--- src/rtl/apb_fifo_responder.sv ---
// apb_fifo_responder: APB word FIFO mailbox (DATA/STATUS/CTRL/THRESH) with one wait state on pops.
// Define APB_FIFO_IRQ_EN to add the threshold interrupt, CTRL.IRQ_EN and the THRESH register.
module apb_fifo_responder #(
    parameter  int DEPTH = 8,
    localparam int CNT_W = $clog2(DEPTH) + 1
) (
    input  logic             clk,
    input  logic             rst_n,
    input  logic [3:0]       PADDR,
    input  logic             PSEL,
    input  logic             PENABLE,
    input  logic             PWRITE,
    input  logic [31:0]      PWDATA,
    output logic [31:0]      PRDATA,
    output logic             PREADY,
    output logic             PSLVERR,
    output logic [CNT_W-1:0] fifo_level,
    output logic             irq
);
    localparam int PW = $clog2(DEPTH);

    typedef enum logic {IDLE, RD_DONE} state_t;

    state_t           state_q, state_d;
    logic [31:0]      mem [DEPTH];
    logic [PW-1:0]    wptr_q, wptr_d, rptr_q, rptr_d;
    logic [CNT_W-1:0] count_q, count_d;
    logic [31:0]      rdata_q, rd_val;
    logic [4:0]       cnt5, thresh;
    logic             acc, idle, empty, full, is_data, is_status, is_ctrl, is_thresh;
    logic             rd_wait, wr_done, push, pop, clear, err, err_th, irq_en, unused_ok;

    assign acc        = PSEL & PENABLE;
    assign idle       = state_q == IDLE;
    assign empty      = count_q == '0;
    assign full       = count_q == CNT_W'(DEPTH);
    assign cnt5       = 5'(count_q);
    assign is_data    = PADDR[3:2] == 2'd0;
    assign is_status  = PADDR[3:2] == 2'd1;
    assign is_ctrl    = PADDR[3:2] == 2'd2;
    assign is_thresh  = PADDR[3:2] == 2'd3;
    assign rd_wait    = idle & acc & ~PWRITE & is_data & ~empty;
    assign wr_done    = idle & acc & PWRITE;
    assign push       = wr_done & is_data & ~full;
    assign pop        = ~idle;
    assign clear      = wr_done & is_ctrl & PWDATA[0];
    assign err        = acc & ((is_data & (PWRITE ? full : empty)) | (is_status & PWRITE) | err_th);
    assign fifo_level = count_q;
    assign unused_ok  = ^PADDR[1:0];

`ifdef APB_FIFO_IRQ_EN
    logic       irq_en_q, irq_q;
    logic [4:0] thresh_q;

    always_ff @(posedge clk or negedge rst_n) begin
        if (!rst_n) begin
            irq_en_q <= 1'b0;
            thresh_q <= '0;
            irq_q    <= 1'b0;
        end else begin
            if (wr_done & is_ctrl) irq_en_q <= PWDATA[1];
            if (wr_done & is_thresh) thresh_q <= PWDATA[4:0];
            irq_q <= irq_en_q & (cnt5 >= thresh_q) & (thresh_q != '0);
        end
    end

    assign irq_en = irq_en_q;
    assign thresh = thresh_q;
    assign irq    = irq_q;
    assign err_th = 1'b0;
`else
    assign irq_en = 1'b0;
    assign thresh = '0;
    assign irq    = 1'b0;
    assign err_th = is_thresh;
`endif

    always_ff @(posedge clk or negedge rst_n) begin
        if (!rst_n) state_q <= IDLE;
        else        state_q <= state_d;
    end

    always_comb begin
        state_d = rd_wait ? RD_DONE : IDLE;
    end

    // PREADY is gated by rst_n so an aborted transfer drops it immediately
    always_comb begin
        PREADY  = rst_n & (~idle | (acc & ~rd_wait));
        rd_val  = ~idle     ? rdata_q :
                  is_status ? {23'd0, cnt5, 2'b00, full, empty} :
                  is_ctrl   ? {30'd0, irq_en, 1'b0} :
                  is_thresh ? {27'd0, thresh} : '0;
        PRDATA  = (PREADY & acc & ~PWRITE) ? rd_val : '0;
        PSLVERR = PREADY & idle & err;
    end

    always_comb begin
        count_d = clear ? '0 : push ? count_q + CNT_W'(1) : pop ? count_q - CNT_W'(1) : count_q;
        wptr_d  = clear ? '0 : push ? wptr_q + PW'(1) : wptr_q;
        rptr_d  = clear ? '0 : pop ? rptr_q + PW'(1) : rptr_q;
    end

    always_ff @(posedge clk or negedge rst_n) begin
        if (!rst_n) begin
            wptr_q  <= '0;
            rptr_q  <= '0;
            count_q <= '0;
            rdata_q <= '0;
        end else begin
            wptr_q  <= wptr_d;
            rptr_q  <= rptr_d;
            count_q <= count_d;
            if (rd_wait) rdata_q <= mem[rptr_q];
        end
    end

    always_ff @(posedge clk) begin
        if (push) mem[wptr_q] <= PWDATA;
    end
endmodule

--- config.mk ---
export PLATFORM = sky130hd
export DESIGN_NAME = apb_fifo_responder
export DESIGN_NICKNAME = d
export VERILOG_FILES = /design/src/rtl/apb_fifo_responder.sv
export SDC_FILE = /design/constraint.sdc
export NUM_CORES = 1
export LEC_CHECK = 0
export ABC_AREA = 1
export BUFFER_PORTS_ARGS = -buffer_cell sky130_fd_sc_hd__buf_4
export CAP_MARGIN = 5
export CORE_MARGIN = 2
export CORE_UTILIZATION = 50
export DETAILED_ROUTE_END_ITERATION = 12
export PLACE_DENSITY_LB_ADDON = 0.08
export SYNTH_ARGS = -nofsm -noshare
export SYNTH_HDL_FRONTEND = slang
export SYNTH_SLANG_ARGS = --single-unit
--- constraint.sdc ---
create_clock -name clk -period 5.47 [get_ports clk]
set_clock_uncertainty 0.05 [all_clocks]
set_input_delay 0.547 -clock clk [delete_from_list [all_inputs] [get_ports clk]]
set_output_delay 0.547 -clock clk [all_outputs]
set_load 0.02 [all_outputs]
==> reports/qor.tcl, run 1 <==
set qor(outcome) {finished, final reports clean}
set qor(route.antenna.remaining_nets) 0
set qor(pwr_per_cell_area_nw_per_um2) 461
set qor(final_routed_wire_length_divided_by_cell_count_um) 20.0
set qor(transition_time_at_the_pin_with_the_least_slew_margin_ns) 1.16
set qor(worstSetupStartpointType) {flop}
set qor(syn-num-nets) 1040
set qor(synth-edff-count) 256
set qor(clkLatencyLatePin_ns) 0.55
set qor(irDropWorstVdd_v) 0.000300
set qor(netlist.top_cell.by_area) {sky130_fd_sc_hd__edfxtp_1}
set qor(arrival_ns) 2.96
set qor(final_nets) 1105
set qor(post_synthesis_sequential_area_ratio_pct) 72.4
set qor(avgSynthCellArea_um2) 12.2
set qor(postLayoutSetupSlackWorst_ns) 1.91
set qor(gr-usage-met3_pct) 3.22
set qor(critical_path_peak_fanout) 32
set qor(final_period_minus_worst_setup_slack_ns) 3.56
set qor(unrepaired_setup_endpoints_after_global_routing) {false}
set qor(hp-class) {in -> async}
set qor(grt_max_degree) 90
set qor(post_synth_inst_count) 994
set qor(maxSlewHeadroom_pct) 22.3
set qor(gpl.final_weighted_congestion) 0.800
set qor(final.setup.tns_ns) 0
set qor(antenna_found_initial) 0
set qor(synth_area_leaders) {sky130_fd_sc_hd__edfxtp_1 (63%), sky130_fd_sc_hd__dfrtp_1 (8.9%), sky130_fd_sc_hd__nor2_1 (6.5%), sky130_fd_sc_hd__o21ai_0 (5.8%), sky130_fd_sc_hd__nand2_1 (3.6%)}
set qor(cts_made_buffers) 31
set qor(crit_path_end_kind) {output pin}
set qor(core.rowCount) 56
set qor(remaining_drc_errors) 0
set qor(leakagePower_nw) 5.00
set qor(ios) 80
set qor(timing.final.crit_share_pct) 65.0
set qor(grt_usage_pct) 22.3
set qor(clock_sinks) 299
set qor(grt.busiest_layer) {met2}
set qor(via_count_of_the_first_global_routing_pass) 7668
set qor(number_of_violations_of_the_max_capacitance_limit) 0
set qor(layout_cell_share_with_drive_strength_beyond_1_pct) 15.8
set qor(clock-root-buffer) {sky130_fd_sc_hd__clkbuf_16}
set qor(max_clock_freq_mhz) 281
set qor(clk_pin_slew_worst_paths_ns) 0.06
set qor(n_antenna_cell) 0
set qor(drt_wl_total_mm) 28.0
set qor(first_pass_grt_wire_length_mm) 43.9
set qor(multi_input_comb_area_um2) 2950
set qor(flow.area_growth_from_synthesis_pct) 16.3
set qor(ys_async_sr_fraction_pct) 14.4
set qor(dieArea_um2) 25500
set qor(vias_per_cell) 5.49
set qor(globalRouteMet1Util_pct) 31.5
set qor(hpwl_mm) 14.6
set qor(final.fill_count) 1891
set qor(placeable_core_area_um2) 23600
set qor(fp.dieW_um) 160
set qor(register_area_um2) 8770
set qor(drt_first_iter_violations) 586
set qor(clock_tree_from_tritoncts) {done}
set qor(drv_slew) 0
set qor(ys.warnings.count) 0
set qor(post_synth_instance_area_um2) 12100
set qor(dr.pass1.iters) 4
set qor(globalRouteOverflowTotal) 0
set qor(post-place-ws_ns) 2.26
set qor(synthesized_flop_and_latch_total) 299
set qor(final_worst_hold_slack_ns) 0.0223
set qor(timing.setup.critical_path_class) {reg -> out}
set qor(cts.hold.buffers_added) 0
set qor(die_y_um) 160
set qor(io_buffers) 76
set qor(synth.lib_cells_used.distinct) 32
set qor(synth_top_area_share_pct) 63.5
set qor(cts_max_path_buffers) 3
set qor(hold_viol) 0
set qor(post_cts_buffers) 0
set qor(gr_util_met2_pct) 37.0
set qor(htree_num_levels) 1
set qor(synth_flop_cell) {sky130_fd_sc_hd__edfxtp_1}
set qor(worst_ep_required_time_ns) 4.87
set qor(setup-violations-final) 0
set qor(via_count) 7705
set qor(cts_repair_resize_count) 0
set qor(start_util_pct) 51.3
## routing by layer
metal | part of all wire [%] | vias up
met5 | 0 | -
met4 | 1.5 | 0
met3 | 5.9 | 37
met2 | 47 | 221
met1 | 46 | 3768
li1 | - | 3679
## per-stage QoR
stage | power [W] | utilization [%] | std cells | area (µm²)
after floorplan | 0.00385 | - | 994 | 12100
after global placement | 0.00423 | 54.9 | 1345 | 13000
after detailed placement | 0.00426 | 54.9 | 1345 | 13000
after CTS | 0.00653 | 59.7 | 1403 | 14100
after global routing | 0.00683 | 59.7 | 1403 | 14100
final | 0.00649 | 59.7 | 1403 | 14100
## layout make-up
class / instances / share of cell area [%]
Inverter: 27 / 0.755
Tap cell: 319 / 2.83
Clock buffer: 39 / 6.08
Multi-Input combinational cell: 605 / 21.0
Sequential cell: 299 / 62.2
Timing Repair Buffer: 95 / 5.15
Clock inverter: 19 / 1.98
## cells in the mapped netlist (9+ instances only)
master / count
sky130_fd_sc_hd__o221ai_1: 21
sky130_fd_sc_hd__nor2_1: 210
sky130_fd_sc_hd__o211ai_1: 43
sky130_fd_sc_hd__o21ai_0: 140
sky130_fd_sc_hd__buf_2: 17
sky130_fd_sc_hd__nand2_1: 116
sky130_fd_sc_hd__buf_4: 9
sky130_fd_sc_hd__edfxtp_1: 256
sky130_fd_sc_hd__dfrtp_1: 43
sky130_fd_sc_hd__clkbuf_1: 30
sky130_fd_sc_hd__inv_1: 23
sky130_fd_sc_hd__nand3_1: 39
## flip-flops by register name (all words and copies together) (netlist names)
register    flops
wptr_q          3
pop             1
fifo_level      4
rdata_q        32
mem           256
rptr_q          3
## path summary, 6_finish.rpt
path / cells past startpoint / endpoint / slack (ns) / start
min reg2reg: 2 / rdata_q[11] / 0.43 / rdata_q[11]
max in group asynchronous: 1 / rptr_q[0] / 4.78 / rst_n
max reg2reg: 6 / mem[4][23] / 2.28 / pop
min: 1 / rdata_q[3] / 0.02 / rst_n
max: 9 / PRDATA[1] / 1.91 / pop
min in group clk: 1 / mem[4][30] / 0.18 / PWDATA[30]
## worst max-delay path, cell delays in order, from the launching register on
cell and delay [ns]:
sky130_fd_sc_hd__dfrtp_1 0.88, sky130_fd_sc_hd__inv_4 0.13, sky130_fd_sc_hd__nand3_2 0.13, sky130_fd_sc_hd__nor2_4 0.05, sky130_fd_sc_hd__nand3_2 0.18, sky130_fd_sc_hd__nand2_1 0.10, sky130_fd_sc_hd__nand2_2 0.10, sky130_fd_sc_hd__nand3_4 0.40
sky130_fd_sc_hd__nor2_1 0.27, sky130_fd_sc_hd__buf_4 0.18
## report_power, final
part	internal [W]	switching, W	leakage (nW)
Sequential	0.00265	0.000156	2.84
Clock	0.00143	0.000843	0.552
Combinational	0.000449	0.000962	1.60
## placed cells by master (no fill, tap or decap), drive strengths merged, types with 21 or more instances in the layout
| master | synthesis | layout |
|---|---|---|
| nand2 | 117 | 117 |
| clkbuf | 32 | 39 |
| nand3 | 43 | 43 |
| edfxtp | 256 | 256 |
| o211ai | 43 | 43 |
| o21ai | 142 | 142 |
| o221ai | 21 | 21 |
| dfrtp | 43 | 43 |
| inv | 26 | 26 |
| buf | 31 | 95 |
| nor2 | 214 | 214 |
## cells by family after synthesis
| family | count (synthesis) | share of synthesized area (%) |
|---|---|---|
| AOI/OAI and AO/OA | 216 | 10.5 |
| buffers and inverters | 90 | 3.61 |
| xor gates and xnor gates | 2 | 0.145 |
| and+or+nand+nor | 381 | 12.8 |
| other | 1 | 0.0310 |
| adders and majority gates | 5 | 0.579 |
| DFF | 299 | 72.4 |
No activity file was read; power rests on OpenSTA's default activity.
==> run 2: changes to the inputs <==
Settings changed: ABC_AREA 1 to 0.
Clock period 5.47 ns to 3.7 ns, I/O delays scaled along.
==> reports/qor.tcl, run 2 <==
set qor(cts_made_buffers) 29
set qor(placeable_core_area_um2) 23300
set qor(n_antenna_cell) 0
set qor(timing.final.crit_share_pct) 83.3
set qor(pwr_per_cell_area_nw_per_um2) 610
set qor(cts_max_path_buffers) 3
set qor(globalRouteMet1Util_pct) 27.6
set qor(antenna_found_initial) 0
set qor(grt_max_degree) 49
set qor(leakagePower_nw) 4.96
set qor(timing.setup.critical_path_class) {reg -> out}
set qor(worst_ep_required_time_ns) 3.28
set qor(ios) 80
set qor(worst-r2r-cell-count) 6
set qor(max_clock_freq_mhz) 324
set qor(clock_tree_from_tritoncts) {done}
set qor(grt.busiest_layer) {met2}
set qor(io_buffers) 76
set qor(netlist_top_cells_count) {sky130_fd_sc_hd__edfxtp_1 (256), sky130_fd_sc_hd__mux4_2 (64), sky130_fd_sc_hd__nand2_1 (48)}
set qor(worstSetupStartpointType) {flop}
set qor(synth.lib_cells_used.distinct) 40
set qor(avgSynthCellArea_um2) 19.2
set qor(drt_first_iter_violations) 441
set qor(fp.dieW_um) 157
set qor(final_worst_hold_slack_ns) 0.0271
set qor(hp-class) {in -> reg}
set qor(route.antenna.remaining_nets) 0
set qor(grt_usage_pct) 20.0
set qor(largest_reg_flops) 256
set qor(die_y_um) 157
set qor(final_common_cell) {sky130_fd_sc_hd__edfxtp_1}
set qor(clock_sinks) 299
set qor(hold_viol) 0
set qor(post_synth_instance_area_um2) 11700
set qor(ys_async_sr_fraction_pct) 14.4
set qor(transition_time_at_the_pin_with_the_least_slew_margin_ns) 0.864
set qor(unrepaired_setup_endpoints_after_global_routing) {false}
set qor(gr-usage-met3_pct) 3.39
set qor(htree_num_levels) 1
set qor(crit_path_end_kind) {output pin}
set qor(synth-edff-count) 256
set qor(worstReg2RegEnd) {mem[3][12]}
set qor(dieArea_um2) 24700
set qor(remaining_drc_errors) 0
set qor(clock-root-buffer) {sky130_fd_sc_hd__clkbuf_16}
set qor(final_core_utilization_pct) 60.3
set qor(final_period_minus_worst_setup_slack_ns) 3.08
set qor(dr.pass1.iters) 4
set qor(ys.warnings.count) 0
set qor(synth_flop_cell) {sky130_fd_sc_hd__edfxtp_1}
set qor(irDropWorstVdd_v) 0.000422
set qor(hold_crit_depth) 1
set qor(syn-num-nets) 657
set qor(arrival_ns) 2.66
set qor(final_routed_wire_length_divided_by_cell_count_um) 22.2
set qor(most_frequent_cells_in_the_layout) {sky130_fd_sc_hd__edfxtp_1 (256), sky130_fd_sc_hd__buf_4 (89), sky130_fd_sc_hd__mux4_2 (64), sky130_fd_sc_hd__nand2_1 (48), sky130_fd_sc_hd__dfrtp_1 (40)}
set qor(core.rowCount) 56
set qor(layout_cell_share_with_drive_strength_beyond_1_pct) 29.5
set qor(hpwl_mm) 13.3
set qor(outcome) {finished, final reports clean}
set qor(via_count) 5955
set qor(hp-start) {PWDATA[6]}
set qor(start_util_pct) 50.5
set qor(gpl.final_weighted_congestion) 0.719
set qor(globalRouteOverflowTotal) 0
set qor(yosys.cell_count.top_type) {sky130_fd_sc_hd__edfxtp_1}
set qor(synthesized_flop_and_latch_total) 299
set qor(final.setup.tns_ns) 0
set qor(report.power.total_w) 0.00855
set qor(via_count_of_the_first_global_routing_pass) 6290
set qor(first_pass_grt_wire_length_mm) 36.6
set qor(startpoint) {fifo_level[0]}
set qor(critical_path.reg2reg.startpoint) {pop}
set qor(regMostFlops) {mem}
set qor(gr_util_met2_pct) 33.7
set qor(vias_per_cell) 5.54
set qor(timing.hold.worst_endpoint) {mem[7][6]}
set qor(number_of_violations_of_the_max_capacitance_limit) 0
set qor(maxSlewHeadroom_pct) 42.4
set qor(netlist.top_cell.by_area) {sky130_fd_sc_hd__edfxtp_1}
set qor(timing.reg2reg.setup_slack_ns) 1.09
set qor(setup-violations-final) 0
set qor(drt_wl_total_mm) 23.8
set qor(post_synth_inst_count) 611
set qor(synth_top_area_share_pct) 65.4
set qor(critical_path_peak_fanout) 25
set qor(clk_pin_slew_worst_paths_ns) 0.06
set qor(clkLatencyLatePin_ns) 0.54
set qor(final_nets) 778
set qor(synth_area_leaders) {sky130_fd_sc_hd__edfxtp_1 (65%), sky130_fd_sc_hd__mux4_2 (12%), sky130_fd_sc_hd__dfrtp_1 (9.2%), sky130_fd_sc_hd__mux2i_1 (2.9%), sky130_fd_sc_hd__nand2_1 (1.5%)}
set qor(post_synthesis_sequential_area_ratio_pct) 74.6
set qor(flow.area_growth_from_synthesis_pct) 19.3
set qor(drv_slew) 0
run 2: cell types whose count changed after synthesis, moves of 7 or more:
cell	change
sky130_fd_sc_hd__mux4_2	+64
sky130_fd_sc_hd__mux2i_1	+34
sky130_fd_sc_hd__buf_2	-7
sky130_fd_sc_hd__inv_1	-19
sky130_fd_sc_hd__and3_1	+26
sky130_fd_sc_hd__nor2_1	-197
sky130_fd_sc_hd__o21ai_0	-111
sky130_fd_sc_hd__clkbuf_1	-16
sky130_fd_sc_hd__nand3_1	-39
sky130_fd_sc_hd__o221ai_1	-21
sky130_fd_sc_hd__nand2_1	-68
sky130_fd_sc_hd__o211ai_1	-43
run 2: report_power, final:
part	internal (W)	switching, W
combinational	0.000889	0.000686
sequential	0.00389	0.000338
clock	0.00155	0.00119
run 2: cell families after synthesis:
family	after synthesis	share of synthesized area, %
mux	99	15.3
compound gates	53	2.60
buf+inv	40	1.74
simple gates	111	4.95
xor+xnor	3	0.224
other cells	1	0.0319
fa+ha+maj	5	0.596
flops	299	74.6
run 2: worst max path at each step:
| stage | endpoint | depth (start not counted) |
|---|---|---|
| final | PRDATA[4] | 5 |
| after global routing | PRDATA[5] | 5 |
| after CTS | PRDATA[5] | 5 |
| after detailed placement | mem[3][12] | 7 |
| after global placement | mem[3][12] | 7 |
| after floorplan | mem[6][0] | 5 |
run 2: stage by stage:
step | setup slack, ns | instance area [µm²] | std cells
finish | 0.618 | 14000 | 1074
global route | 0.465 | 14000 | 1074
CTS | 0.585 | 14000 | 1073
detailed placement | 0.977 | 12900 | 992
global placement | 1.02 | 12900 | 992
floorplan | 0.637 | 11800 | 611
run 2: repair_timing:
item,4_1_cts,5_1_grt
endpoints found under the setup margin,0,0
setup buffers,0,0
hold buffers,27,1
gates resized for setup,0,0
hold endpoints to repair,223,7
run 2: per-layer routing:
layer,vias up,routed length (µm)
met1,3062,10000
li1,2679,-
met3,37,1580
met5,-,0
met4,0,439
met2,177,11800
run 2: final cells by class:
class                           instances  area [µm²]
Inverter                                6        22.5
Clock buffer                           38         779
Clock inverter                         16         103
Tap cell                              319         399
Multi-Input combinational cell        272        2850
Sequential cell                       299        8770
Fill cell                            1769        9250
Timing Repair Buffer                  124        1090
run 2: worst max-delay path, cell delays in order (launching register included):
cell                      delay, ns
sky130_fd_sc_hd__dfrtp_1       0.42
sky130_fd_sc_hd__or4_1         0.59
sky130_fd_sc_hd__nand3_2       0.44
sky130_fd_sc_hd__nand2_1       0.28
sky130_fd_sc_hd__a21oi_1       0.22
sky130_fd_sc_hd__buf_4         0.17
==> run 3: changes to the inputs <==
Clock period 3.7 ns to 3 ns, I/O delays scaled along.
==> reports/qor.tcl, run 3 (same netlist as run 2, synthesis figures left out) <==
set qor(grt_max_degree) 49
set qor(antenna_found_initial) 0
set qor(most_frequent_cells_in_the_layout) {sky130_fd_sc_hd__edfxtp_1 (256), sky130_fd_sc_hd__buf_4 (97), sky130_fd_sc_hd__mux4_2 (64), sky130_fd_sc_hd__nand2_1 (48), sky130_fd_sc_hd__dfrtp_1 (40)}
set qor(worst_ep_required_time_ns) 2.65
set qor(core.rowCount) 56
set qor(dieArea_um2) 24700
set qor(clkLatencyLatePin_ns) 0.54
set qor(critical_path_peak_fanout) 27
set qor(dr.pass1.iters) 4
set qor(final_common_cell) {sky130_fd_sc_hd__edfxtp_1}
set qor(irDropWorstVdd_v) 0.000528
set qor(placeable_core_area_um2) 23300
set qor(leakagePower_nw) 5.12
set qor(via_count_of_the_first_global_routing_pass) 6290
set qor(ios) 80
set qor(fp.dieW_um) 157
set qor(drv_slew) 0
set qor(regMostFlops) {mem}
set qor(outcome) {finished, final reports clean}
set qor(grt_usage_pct) 20.0
set qor(globalRouteOverflowTotal) 0
set qor(layout_cell_share_with_drive_strength_beyond_1_pct) 30.4
set qor(htree_num_levels) 1
set qor(final_period_minus_worst_setup_slack_ns) 2.75
set qor(max_clock_freq_mhz) 364
set qor(io_buffers) 76
set qor(die_y_um) 157
set qor(remaining_drc_errors) 0
set qor(gpl.final_weighted_congestion) 0.735
set qor(timing.final.crit_share_pct) 91.5
set qor(number_of_violations_of_the_max_capacitance_limit) 0
set qor(startpoint) {rst_n}
set qor(clk_pin_slew_worst_paths_ns) 0.06
set qor(largest_reg_flops) 256
set qor(hpwl_mm) 13.7
set qor(cts_made_buffers) 30
set qor(final.fill_count) 1692
set qor(arrival_ns) 2.40
set qor(final.setup.tns_ns) 0
set qor(route.antenna.remaining_nets) 0
set qor(critical_path.reg2reg.startpoint) {pop}
set qor(worstSetupStartpointType) {input pin}
set qor(crit_path_end_kind) {output pin}
set qor(final_core_utilization_pct) 61.7
set qor(cts_repair_resize_count) 0
set qor(hp-start) {PADDR[3]}
set qor(clock_tree_from_tritoncts) {done}
set qor(via_count) 5942
set qor(n_antenna_cell) 0
set qor(vias_per_cell) 5.45
set qor(post_cts_buffers) 0
set qor(hold_viol) 0
set qor(final_routed_wire_length_divided_by_cell_count_um) 22.0
set qor(hp-class) {in -> reg}
set qor(drt_wl_total_mm) 24.0
set qor(first_pass_grt_wire_length_mm) 36.6
set qor(setup-violations-final) 0
set qor(clock-root-buffer) {sky130_fd_sc_hd__clkbuf_16}
set qor(maxSlewHeadroom_pct) 63.0
set qor(flow.area_growth_from_synthesis_pct) 22.1
set qor(cts_max_path_buffers) 3
set qor(unrepaired_setup_endpoints_after_global_routing) {false}
set qor(start_util_pct) 50.5
set qor(drt_first_iter_violations) 400
set qor(pwr_per_cell_area_nw_per_um2) 780
set qor(transition_time_at_the_pin_with_the_least_slew_margin_ns) 0.554
set qor(final_nets) 794
set qor(clock_sinks) 299
set qor(timing.setup.critical_path_class) {in -> out}
-- run 3: cell count changes in the layout (fill, tap and decap cells not counted), sizes merged --
cell	before	now
buf	96	106
bufinv	1	7
clkbuf	38	36
clkinv	14	13
dlygate4sd3	28	33
inv	7	6
-- run 3: per-layer routing --
metal / share of wire, % / GRT usage (%) / routed length [µm]
met1: 43 / 28.8 / 10300
met4: 1.2 / 3.81 / 283
met5: 0 / 0 / 0
met3: 5.3 / 2.42 / 1270
met2: 51 / 33.8 / 12100
-- run 3: report_power, final --
| group | internal (W) | switching, W |
|---|---|---|
| sequential | 0.00480 | 0.000353 |
| combinational | 0.00115 | 0.000925 |
| clock | 0.00247 | 0.00148 |
-- run 3: final timing paths --
| kind | cells past startpoint | slack, ns | to |
|---|---|---|---|
| max reg2reg | 6 | 0.55 | mem[0][24] |
| min in group asynchronous | 2 | 0.16 | pop |
| max | 7 | 0.25 | PRDATA[7] |
| min reg2reg | 2 | 0.42 | rdata_q[29] |
| max in group asynchronous | 3 | 1.98 | rptr_q[0] |
| min | 4 | 0.14 | fifo_level[3] |
-- run 3: layout make-up --
| type | instances | area, µm² | share of cell area [%] |
|---|---|---|---|
| clock buffer | 36 | 795 | 5.54 |
| inverter | 6 | 22.5 | 0.157 |
| multi-input combinational | 272 | 2850 | 19.9 |
| sequential | 299 | 8770 | 61.1 |
| tap | 319 | 399 | 2.78 |
| clock inverter | 20 | 267 | 1.86 |
| timing repair buffer | 139 | 1240 | 8.63 |
-- run 3: repair_timing --
item | CTS | global route
endpoints found under the hold margin | 273 | 0
endpoints found under the setup margin | 0 | 0
hold buffers | 33 | 0
-- run 3: worst max-delay path, stage by stage --
cell,delay (ns)
sky130_fd_sc_hd__dlygate4sd3_1,0.53
sky130_fd_sc_hd__buf_4,0.32
sky130_fd_sc_hd__nor3b_4,0.25
sky130_fd_sc_hd__buf_4,0.39
sky130_fd_sc_hd__nand2_1,0.25
sky130_fd_sc_hd__a21oi_1,0.18
sky130_fd_sc_hd__buf_4,0.16
-- run 3: metrics by stage --
step,cell area [µm²],hold slack [ns],setup WS (ns),cells,total power (W)
6_report,14300,0.141,0.254,1091,0.0112
5_1_grt,14300,0.162,0.108,1091,0.0117
4_1_cts,14300,0.129,0.220,1091,0.0113
3_5_place_dp,13000,0.193,0.476,1002,0.00734
3_3_place_gp,13000,0.185,0.504,1002,0.00729
2_1_floorplan,11800,-0.0456,-0.0633,611,0.00668
